===== config.mk =====
export PLATFORM = sky130hd
export DESIGN_NAME = apb_uart_fifo
export DESIGN_NICKNAME = d
export VERILOG_FILES = /design/src/rtl/apb_uart_fifo.sv
export SDC_FILE = /design/constraint.sdc
export NUM_CORES = 1
export LEC_CHECK = 0
export ABC_AREA = 1
export CAP_MARGIN = 30
export CORE_ASPECT_RATIO = 0.5
export CORE_MARGIN = 3
export CORE_UTILIZATION = 50
export CTS_BUF_LIST = sky130_fd_sc_hd__clkbuf_8
export DETAILED_ROUTE_END_ITERATION = 10
export GPL_TIMING_DRIVEN = 0
export PLACE_DENSITY = 0.76
export SYNTH_ARGS = -nofsm -noshare
export SYNTH_HDL_FRONTEND = slang
export SYNTH_SLANG_ARGS = --single-unit

===== constraint.sdc =====
create_clock -name PCLK -period 3.4 [get_ports PCLK]
set_clock_uncertainty 0.05 [all_clocks]
set_input_delay 0.34 -clock PCLK [delete_from_list [all_inputs] [get_ports PCLK]]
set_output_delay 0.34 -clock PCLK [all_outputs]
set_load 0.05 [all_outputs]

===== src/rtl/apb_uart_fifo.sv =====
// apb_uart_fifo: APB slave UART with a runtime 16-bit baud divisor, configurable frame width,
// TX/RX FIFOs, sticky error status and a level interrupt.
// Optional feature macro: UART_PARITY_EN (parity generation/checking, CTRL bits 4-5).
// Ports:
//   PCLK, PRESETN        clock, asynchronous active-low reset
//   PSEL, PENABLE,       APB slave: select, access phase, direction, address, write data
//   PWRITE, PADDR,
//   PWDATA
//   PRDATA, PREADY,      APB slave: read data, ready (always 1), error response
//   PSLVERR
//   RX, TX               serial input / output, both idle high
//   TXRDY, RXRDY         TX FIFO not full, RX FIFO not empty
//   IRQ                  level interrupt
module apb_uart_fifo #(
  parameter int unsigned DATA_W      = 8,
  parameter int unsigned FIFO_DEPTH  = 8,
  parameter logic [15:0] DEFAULT_DIV = 16'd26
) (
  input  logic       PCLK,
  input  logic       PRESETN,
  input  logic       PSEL,
  input  logic       PENABLE,
  input  logic       PWRITE,
  input  logic [2:0] PADDR,
  input  logic [7:0] PWDATA,
  output logic [7:0] PRDATA,
  output logic       PREADY,
  output logic       PSLVERR,
  input  logic       RX,
  output logic       TX,
  output logic       TXRDY,
  output logic       RXRDY,
  output logic       IRQ
);

  localparam int unsigned   AW        = $clog2(FIFO_DEPTH);
  localparam int unsigned   CW        = AW + 1;
  localparam logic [CW-1:0] FULL_CNT  = CW'(FIFO_DEPTH);
  localparam logic [2:0]    LAST_BIT  = 3'(DATA_W - 1);
`ifdef UART_PARITY_EN
  localparam logic [5:0]    CTRL_MASK = 6'h3f;
`else
  localparam logic [5:0]    CTRL_MASK = 6'h0f;
`endif

  typedef enum logic [2:0] {
    TxIdle,
    TxStart,
    TxData,
`ifdef UART_PARITY_EN
    TxParity,
`endif
    TxStop
  } tx_state_e;

  typedef enum logic [2:0] {
    RxIdle,
    RxStart,
    RxData,
`ifdef UART_PARITY_EN
    RxParity,
`endif
    RxStop
  } rx_state_e;

  // Configuration and status
  logic [5:0]  ctrl_q, ctrl_d;
  logic [15:0] div_q, div_d;
  logic        ovr_q, ovr_d, frm_q, frm_d, par_q, par_d;
  logic        ovr_set, frm_set;
  logic        txen, rxen, rxie, errie;
`ifdef UART_PARITY_EN
  logic        paren, odd, par_set;
  assign paren = ctrl_q[4];
  assign odd   = ctrl_q[5];
`endif
  assign txen  = ctrl_q[0];
  assign rxen  = ctrl_q[1];
  assign rxie  = ctrl_q[2];
  assign errie = ctrl_q[3];

  // APB decode
  logic access, wr_en, rd_en, stat_clr;
  logic sel_data, sel_stat, sel_divlo, sel_divhi, sel_ctrl, sel_bad;
  assign access    = PSEL & PENABLE;
  assign wr_en     = access & PWRITE;
  assign rd_en     = access & ~PWRITE;
  assign sel_data  = (PADDR == 3'd0);
  assign sel_stat  = (PADDR == 3'd1);
  assign sel_divlo = (PADDR == 3'd2);
  assign sel_divhi = (PADDR == 3'd3);
  assign sel_ctrl  = (PADDR == 3'd4);
  assign sel_bad   = (PADDR > 3'd4);
  assign stat_clr  = wr_en & sel_stat;

  // FIFOs
  logic [DATA_W-1:0] tx_mem [FIFO_DEPTH];
  logic [DATA_W-1:0] rx_mem [FIFO_DEPTH];
  logic [AW-1:0]     tx_wr_q, tx_wr_d, tx_rd_q, tx_rd_d, rx_wr_q, rx_wr_d, rx_rd_q, rx_rd_d;
  logic [CW-1:0]     tx_cnt_q, tx_cnt_d, rx_cnt_q, rx_cnt_d;
  logic              tx_full, tx_empty, rx_full, rx_empty;
  logic              tx_push, tx_pop, rx_push, rx_pop;
  assign tx_full  = (tx_cnt_q == FULL_CNT);
  assign tx_empty = (tx_cnt_q == '0);
  assign rx_full  = (rx_cnt_q == FULL_CNT);
  assign rx_empty = (rx_cnt_q == '0);
  assign tx_push  = wr_en & sel_data & ~tx_full;
  assign rx_pop   = rd_en & sel_data & ~rx_empty;

  // Baud generator
  logic [15:0] baud_cnt_q, baud_cnt_d;
  logic        tick, div_wr;
  assign tick   = (baud_cnt_q == div_q);
  assign div_wr = wr_en & (sel_divlo | sel_divhi);

  // RX synchroniser; third stage is only for falling-edge detection
  logic rx_s1_q, rx_s2_q, rx_s3_q, rx_fall;
  assign rx_fall = rx_s3_q & ~rx_s2_q;

  // TX FSM state
  tx_state_e         tx_state_q, tx_state_d;
  logic [3:0]        tx_tcnt_q, tx_tcnt_d;
  logic [2:0]        tx_bit_q, tx_bit_d;
  logic [DATA_W-1:0] tx_shift_q, tx_shift_d;
  logic              tx_bit_end;
`ifdef UART_PARITY_EN
  logic              tx_par_q, tx_par_d;
`endif

  // RX FSM state
  rx_state_e         rx_state_q, rx_state_d;
  logic [3:0]        rx_tcnt_q, rx_tcnt_d;
  logic [2:0]        rx_bit_q, rx_bit_d;
  logic [DATA_W-1:0] rx_shift_q, rx_shift_d;
  logic              rx_mid, rx_bit_end;

  logic [7:0] status, rd_data_ext;
  assign status = {1'b0, par_q, frm_q, ovr_q, rx_full, rx_empty, tx_empty, tx_full};

  // APB read path and error response, combinational during the access phase
  always_comb begin
    rd_data_ext               = '0;
    rd_data_ext[DATA_W-1:0]   = rx_mem[rx_rd_q];
    PRDATA                    = '0;
    if (rd_en) begin
      case (PADDR)
        3'd0:    PRDATA = rx_empty ? 8'h00 : rd_data_ext;
        3'd1:    PRDATA = status;
        3'd2:    PRDATA = div_q[7:0];
        3'd3:    PRDATA = div_q[15:8];
        3'd4:    PRDATA = {2'b00, ctrl_q};
        default: PRDATA = '0;
      endcase
    end
    PSLVERR = access & (sel_bad | (sel_data & PWRITE & tx_full) |
                        (sel_data & ~PWRITE & rx_empty));
  end

  // Register, sticky-bit, FIFO pointer and baud counter next state
  always_comb begin
    ctrl_d = ctrl_q;
    div_d  = div_q;
    if (wr_en) begin
      if (sel_ctrl)  ctrl_d      = PWDATA[5:0] & CTRL_MASK;
      if (sel_divlo) div_d[7:0]  = PWDATA;
      if (sel_divhi) div_d[15:8] = PWDATA;
    end
    // A new error event wins over a simultaneous write-1-to-clear
    ovr_d = (ovr_q & ~(stat_clr & PWDATA[4])) | ovr_set;
    frm_d = (frm_q & ~(stat_clr & PWDATA[5])) | frm_set;
`ifdef UART_PARITY_EN
    par_d = (par_q & ~(stat_clr & PWDATA[6])) | par_set;
`else
    par_d = 1'b0;
`endif
    tx_wr_d  = tx_push ? tx_wr_q + AW'(1) : tx_wr_q;
    tx_rd_d  = tx_pop  ? tx_rd_q + AW'(1) : tx_rd_q;
    tx_cnt_d = tx_cnt_q + CW'(tx_push) - CW'(tx_pop);
    rx_wr_d  = rx_push ? rx_wr_q + AW'(1) : rx_wr_q;
    rx_rd_d  = rx_pop  ? rx_rd_q + AW'(1) : rx_rd_q;
    rx_cnt_d = rx_cnt_q + CW'(rx_push) - CW'(rx_pop);
    if (div_wr || tick) baud_cnt_d = '0;
    else                baud_cnt_d = baud_cnt_q + 16'd1;
  end

  always_ff @(posedge PCLK or negedge PRESETN) begin
    if (!PRESETN) begin
      ctrl_q     <= '0;
      div_q      <= DEFAULT_DIV;
      ovr_q      <= 1'b0;
      frm_q      <= 1'b0;
      par_q      <= 1'b0;
      tx_wr_q    <= '0;
      tx_rd_q    <= '0;
      tx_cnt_q   <= '0;
      rx_wr_q    <= '0;
      rx_rd_q    <= '0;
      rx_cnt_q   <= '0;
      baud_cnt_q <= '0;
      rx_s1_q    <= 1'b1;
      rx_s2_q    <= 1'b1;
      rx_s3_q    <= 1'b1;
    end else begin
      ctrl_q     <= ctrl_d;
      div_q      <= div_d;
      ovr_q      <= ovr_d;
      frm_q      <= frm_d;
      par_q      <= par_d;
      tx_wr_q    <= tx_wr_d;
      tx_rd_q    <= tx_rd_d;
      tx_cnt_q   <= tx_cnt_d;
      rx_wr_q    <= rx_wr_d;
      rx_rd_q    <= rx_rd_d;
      rx_cnt_q   <= rx_cnt_d;
      baud_cnt_q <= baud_cnt_d;
      rx_s1_q    <= RX;
      rx_s2_q    <= rx_s1_q;
      rx_s3_q    <= rx_s2_q;
    end
  end

  // FIFO storage needs no reset: occupancy is tracked by the counters
  always_ff @(posedge PCLK) begin
    if (tx_push) tx_mem[tx_wr_q] <= PWDATA[DATA_W-1:0];
    if (rx_push) rx_mem[rx_wr_q] <= rx_shift_q;
  end

  // TX FSM: state register
  always_ff @(posedge PCLK or negedge PRESETN) begin
    if (!PRESETN) begin
      tx_state_q <= TxIdle;
      tx_tcnt_q  <= '0;
      tx_bit_q   <= '0;
      tx_shift_q <= '0;
`ifdef UART_PARITY_EN
      tx_par_q   <= 1'b0;
`endif
    end else begin
      tx_state_q <= tx_state_d;
      tx_tcnt_q  <= tx_tcnt_d;
      tx_bit_q   <= tx_bit_d;
      tx_shift_q <= tx_shift_d;
`ifdef UART_PARITY_EN
      tx_par_q   <= tx_par_d;
`endif
    end
  end

  // TX FSM: next state. Frames start on a tick so every state lasts exactly 16 ticks.
  always_comb begin
    tx_state_d = tx_state_q;
    tx_tcnt_d  = tx_tcnt_q;
    tx_bit_d   = tx_bit_q;
    tx_shift_d = tx_shift_q;
`ifdef UART_PARITY_EN
    tx_par_d   = tx_par_q;
`endif
    tx_bit_end = tick & (tx_tcnt_q == 4'd15);
    if ((tx_state_q != TxIdle) && tick) tx_tcnt_d = tx_tcnt_q + 4'd1;
    case (tx_state_q)
      TxIdle: begin
        if (tx_pop) begin
          tx_state_d = TxStart;
          tx_tcnt_d  = '0;
          tx_shift_d = tx_mem[tx_rd_q];
`ifdef UART_PARITY_EN
          tx_par_d   = (^tx_mem[tx_rd_q]) ^ odd;
`endif
        end
      end
      TxStart: begin
        if (tx_bit_end) begin
          tx_state_d = TxData;
          tx_bit_d   = '0;
        end
      end
      TxData: begin
        if (tx_bit_end) begin
          tx_shift_d = tx_shift_q >> 1;
          if (tx_bit_q == LAST_BIT) begin
`ifdef UART_PARITY_EN
            tx_state_d = paren ? TxParity : TxStop;
`else
            tx_state_d = TxStop;
`endif
          end else begin
            tx_bit_d = tx_bit_q + 3'd1;
          end
        end
      end
`ifdef UART_PARITY_EN
      TxParity: if (tx_bit_end) tx_state_d = TxStop;
`endif
      TxStop:   if (tx_bit_end) tx_state_d = TxIdle;
      default:  tx_state_d = TxIdle;
    endcase
  end

  // TX FSM: outputs. txen is only consulted in idle, so clearing it finishes the frame.
  always_comb begin
    tx_pop = 1'b0;
    TX     = 1'b1;
    case (tx_state_q)
      TxIdle:   tx_pop = tick & txen & ~tx_empty;
      TxStart:  TX = 1'b0;
      TxData:   TX = tx_shift_q[0];
`ifdef UART_PARITY_EN
      TxParity: TX = tx_par_q;
`endif
      default:  TX = 1'b1;
    endcase
  end

  // RX FSM: state register
  always_ff @(posedge PCLK or negedge PRESETN) begin
    if (!PRESETN) begin
      rx_state_q <= RxIdle;
      rx_tcnt_q  <= '0;
      rx_bit_q   <= '0;
      rx_shift_q <= '0;
    end else begin
      rx_state_q <= rx_state_d;
      rx_tcnt_q  <= rx_tcnt_d;
      rx_bit_q   <= rx_bit_d;
      rx_shift_q <= rx_shift_d;
    end
  end

  // RX FSM: next state. Samples at tick 8 of each bit; returns to idle at the stop-bit
  // centre so the next start edge is never missed.
  always_comb begin
    rx_state_d = rx_state_q;
    rx_tcnt_d  = rx_tcnt_q;
    rx_bit_d   = rx_bit_q;
    rx_shift_d = rx_shift_q;
    rx_mid     = tick & (rx_tcnt_q == 4'd7);
    rx_bit_end = tick & (rx_tcnt_q == 4'd15);
    if ((rx_state_q != RxIdle) && tick) rx_tcnt_d = rx_tcnt_q + 4'd1;
    case (rx_state_q)
      RxIdle: begin
        if (rxen && rx_fall) begin
          rx_state_d = RxStart;
          rx_tcnt_d  = '0;
        end
      end
      RxStart: begin
        if (rx_mid && rx_s2_q) begin
          rx_state_d = RxIdle;  // glitch: line high again at the start-bit centre
        end else if (rx_bit_end) begin
          rx_state_d = RxData;
          rx_bit_d   = '0;
        end
      end
      RxData: begin
        if (rx_mid) rx_shift_d = {rx_s2_q, rx_shift_q[DATA_W-1:1]};
        if (rx_bit_end) begin
          if (rx_bit_q == LAST_BIT) begin
`ifdef UART_PARITY_EN
            rx_state_d = paren ? RxParity : RxStop;
`else
            rx_state_d = RxStop;
`endif
          end else begin
            rx_bit_d = rx_bit_q + 3'd1;
          end
        end
      end
`ifdef UART_PARITY_EN
      RxParity: if (rx_bit_end) rx_state_d = RxStop;
`endif
      RxStop:   if (rx_mid) rx_state_d = RxIdle;
      default:  rx_state_d = RxIdle;
    endcase
  end

  // RX FSM: outputs (FIFO push and error events)
  always_comb begin
    rx_push = 1'b0;
    ovr_set = 1'b0;
    frm_set = 1'b0;
`ifdef UART_PARITY_EN
    par_set = 1'b0;
`endif
    case (rx_state_q)
`ifdef UART_PARITY_EN
      RxParity: par_set = rx_mid & (rx_s2_q != ((^rx_shift_q) ^ odd));
`endif
      RxStop: begin
        if (rx_mid) begin
          rx_push = ~rx_full;
          ovr_set = rx_full;
          frm_set = ~rx_s2_q;
        end
      end
      default: ;
    endcase
  end

  assign PREADY = 1'b1;
  assign TXRDY  = ~tx_full;
  assign RXRDY  = ~rx_empty;
  assign IRQ    = (rxie & ~rx_empty) | (errie & (ovr_q | frm_q | par_q));

endmodule


==> metrics.txt <==
status=finished clean; crit start category=flip-flop; layout cells sized above 1=8.90%; First DRT Iteration DRCs=565; clk buf depth=3; mean area per synthesized cell=10.0 um^2; Tightest Pin Transition=0.945 ns; worst-skew pair later-pin latency=0.57 ns; Starting Density=51.6%; GPL Wtd Cong=0.874; Top Usage Layer GRT=met2; Worst Hold Class=in -> reg; Nets=1,133; RSZ-0062 raised after global routing=no; endpoints failing hold=0; full die area=0.0222 mm^2; Die Height=107 um; final WL=23.4 mm; io pins=31; end-of-flow core utilization=58.2%; first-pass GRT wire length=37.9 mm; Syn Nets=1,063; area delta synth->final=12.8%; Final Max Tran Viols=0; number of enable flip-flop cells after synthesis=128; first drt pass iteration count=5; initial antenna violation count=0; chip width=208 um; Via density=5.46; Reg clk slew, reported paths=0.07 ns; Synth Cell Area=0.0102 mm^2; post-synthesis sequential area ratio=61.1%; CTS Buf Count=31; Rows=36; M3 GR Usage=3.36%; slowest CP cell=clkdlybuf4s15_1; CP cell instances=inv_1 -> ha_1 -> nand3_1 -> inv_1 -> nor2_2 -> o211ai_1 -> a31oi_1 -> clkdlybuf4s15_1; Routed WL per cell=17.0 um; CP most frequent cell=inv_1; path type of the worst setup path=reg -> out; H-tree Lvls=1; Max Cap Viol=0; asr flop ratio synth=42.6%; Crit path max-delay family=buffers and inverters; achievable frequency=305 MHz; total core area=0.0197 mm^2; Pwr Density=660 mW/mm^2; Tmin final=3.28 ns; required time of the critical path=3.01 ns; Final setup viols=0; post-synth cell types=46; Leakage=4.80 nW; HPWL after DPL=16.2 mm; placed cells=1,319; FF+latch count, synth=223; synth warn=0; DRC=0; vias in the first global route=7,509; aggregate global routing overflow=0; critical path's largest stage delay=0.54 ns; Synth Flop Type=edfxtp_1; Vias=7,521; Port Buffers=29; Root Driver=clkbuf_8; Sink Count=223; Slew headroom=36.7%; met2 usage=38.3%; largest net degree at the start of global routing=68; Tcrit/Tclk final=96.4%; gr usage total=21.3%; TritonCTS clock tree=done; # fillers=1,651; Arrival @ worst endpoint=2.89 ns; DRT antenna net count=0; post-route insts no fill=1,378; maximum vdd drop=0.000257 V; met1 Use GR=26.9%; CP endpoint kind=primary output; Antenna Cells=0; Cells after Synth=1,017; CP max FO=9; Buf/Inv on CP=3
==> power breakdown <==
group / switching (mW) / internal [mW] / leakage [nW]
Sequential: 0.284 / 3.15 / 2.36
Clock: 1.00 / 1.01 / 0.366
Combinational: 1.41 / 0.727 / 2.07
Total: 2.70 / 4.88 / 4.80
==> repair_timing <==
action,4_1_cts,5_1_grt
gates resized for setup,15,9
endpoints found under the hold margin,28,0
hold buffers,1,0
setup endpoints to repair,8,7
buffers inserted,0,0
pin swaps,0,0
==> area by class of cell <==
type                       count  area (um^2)  area share [%]
buffer                        25          108           0.937
clock buffer                  38          523            4.55
timing repair buffer          37          359            3.13
tap                          266          333            2.90
multi-input combinational    655         3430            29.8
clock inverter                20         80.1           0.697
sequential                   223         6230            54.2
inverter                     114          428            3.73
==> per-layer routing <==
layer	vias up	routed length (um)
li1	3594	-
met1	3642	9820
met2	243	11800
met3	42	1300
met4	0	474
met5	-	0
==> cell families after synthesis <==
kind of cell,Yosys count,share of synthesized area [%]
AND/OR/NAND/NOR,414,17.4
flip-flops,223,61.1
AO/OA/AOI/OAI,194,11.0
buffers and inverters,139,5.21
adder cells (fa/ha/maj),29,3.71
XOR/XNOR,13,1.12
multiplexers,4,0.393
other,1,0.0368
==> cell usage in the layout (no fill, tap or decap), types with 20 or more instances in the layout <==
cell / instances
clkdlybuf4s50_1: 20
ha_1: 27
a21oi_1: 28
nand2_1: 196
inv_1: 115
nand3_1: 46
dfrtp_1: 89
nor2_1: 132
o21ai_0: 106
clkbuf_8: 38
edfxtp_1: 128
==> cells in the mapped netlist (all sizes together) (5+ instances only) <==
library cell / n / area (um^2)
nand2: 200 / 766
nor3: 17 / 100
clkbuf: 21 / 78.8
a21oi: 29 / 156
nor2: 140 / 569
o21ai: 116 / 581
xor2: 9 / 78.8
inv: 110 / 413
o22ai: 5 / 31.3
dfstp: 6 / 158
ha: 27 / 338
a31oi: 6 / 37.5
o221ai: 18 / 158
edfxtp: 128 / 3840
o211ai: 12 / 90.1
dfrtp: 89 / 2230
nand3: 48 / 258
==> sequential cells by signal, indices dropped and copies added, names as in the netlist, 2 cells and up <==
name,flops
rx_tcnt_q,4
tx_mem,64
tx_state_q,2
rx_bit_q,3
rx_mem,64
div_q,16
rx_rd_q,3
rx_cnt_q,4
tx_wr_q,3
tx_rd_q,3
tx_shift_q,8
tx_cnt_q,4
baud_cnt_q,16
rx_shift_q,8
tx_tcnt_q,4
rx_state_q,2
ctrl_q,4
rx_wr_q,3
tx_bit_q,3
==> through the flow <==
stage / hold WS (ns) / setup WS (ns) / instance area [um^2] / setup TNS, ns / power [mW]
6_report: 0.120 / 0.124 / 11500 / 0 / 7.58
5_1_grt: 0.109 / 0.0101 / 11500 / 0 / 8.05
4_1_cts: 0.100 / 0.00291 / 11500 / 0 / 7.59
3_5_place_dp: 0.244 / 0.0770 / 10900 / 0 / 5.60
3_3_place_gp: 0.297 / -1.72 / 10800 / -155.39 / 5.47
2_1_floorplan: -0.00559 / 0.640 / 10200 / 0 / 4.97
==> worst register-to-register path, delay by kind of cell, from the launching register on <==
kind,cells,cell delay [ns]
buffers and inverters,5,0.35
xor gates and xnor gates,1,0.13
adders and majority gates,3,0.82
and+or+nand+nor,8,1.06
DFF,1,0.56
==> worst paths after layout <==
kind / end / slack (ns) / startpoint / depth (start not counted)
hold reg to reg: rx_s2_q / 0.31 / rx_s1_q / 0
setup / recovery: PRDATA[3] / 0.12 / rx_cnt_q[2] / 8
hold / removal: rx_s1_q / 0.12 / RX / 1
setup reg to reg: rx_cnt_q[2] / 0.31 / div_q[4] / 17
min in group asynchronous: tx_bit_q[1] / 0.20 / PRESETN / 2
max in group asynchronous: rx_s3_q / 2.39 / PRESETN / 3
No activity file was read; power rests on OpenSTA's default activity.
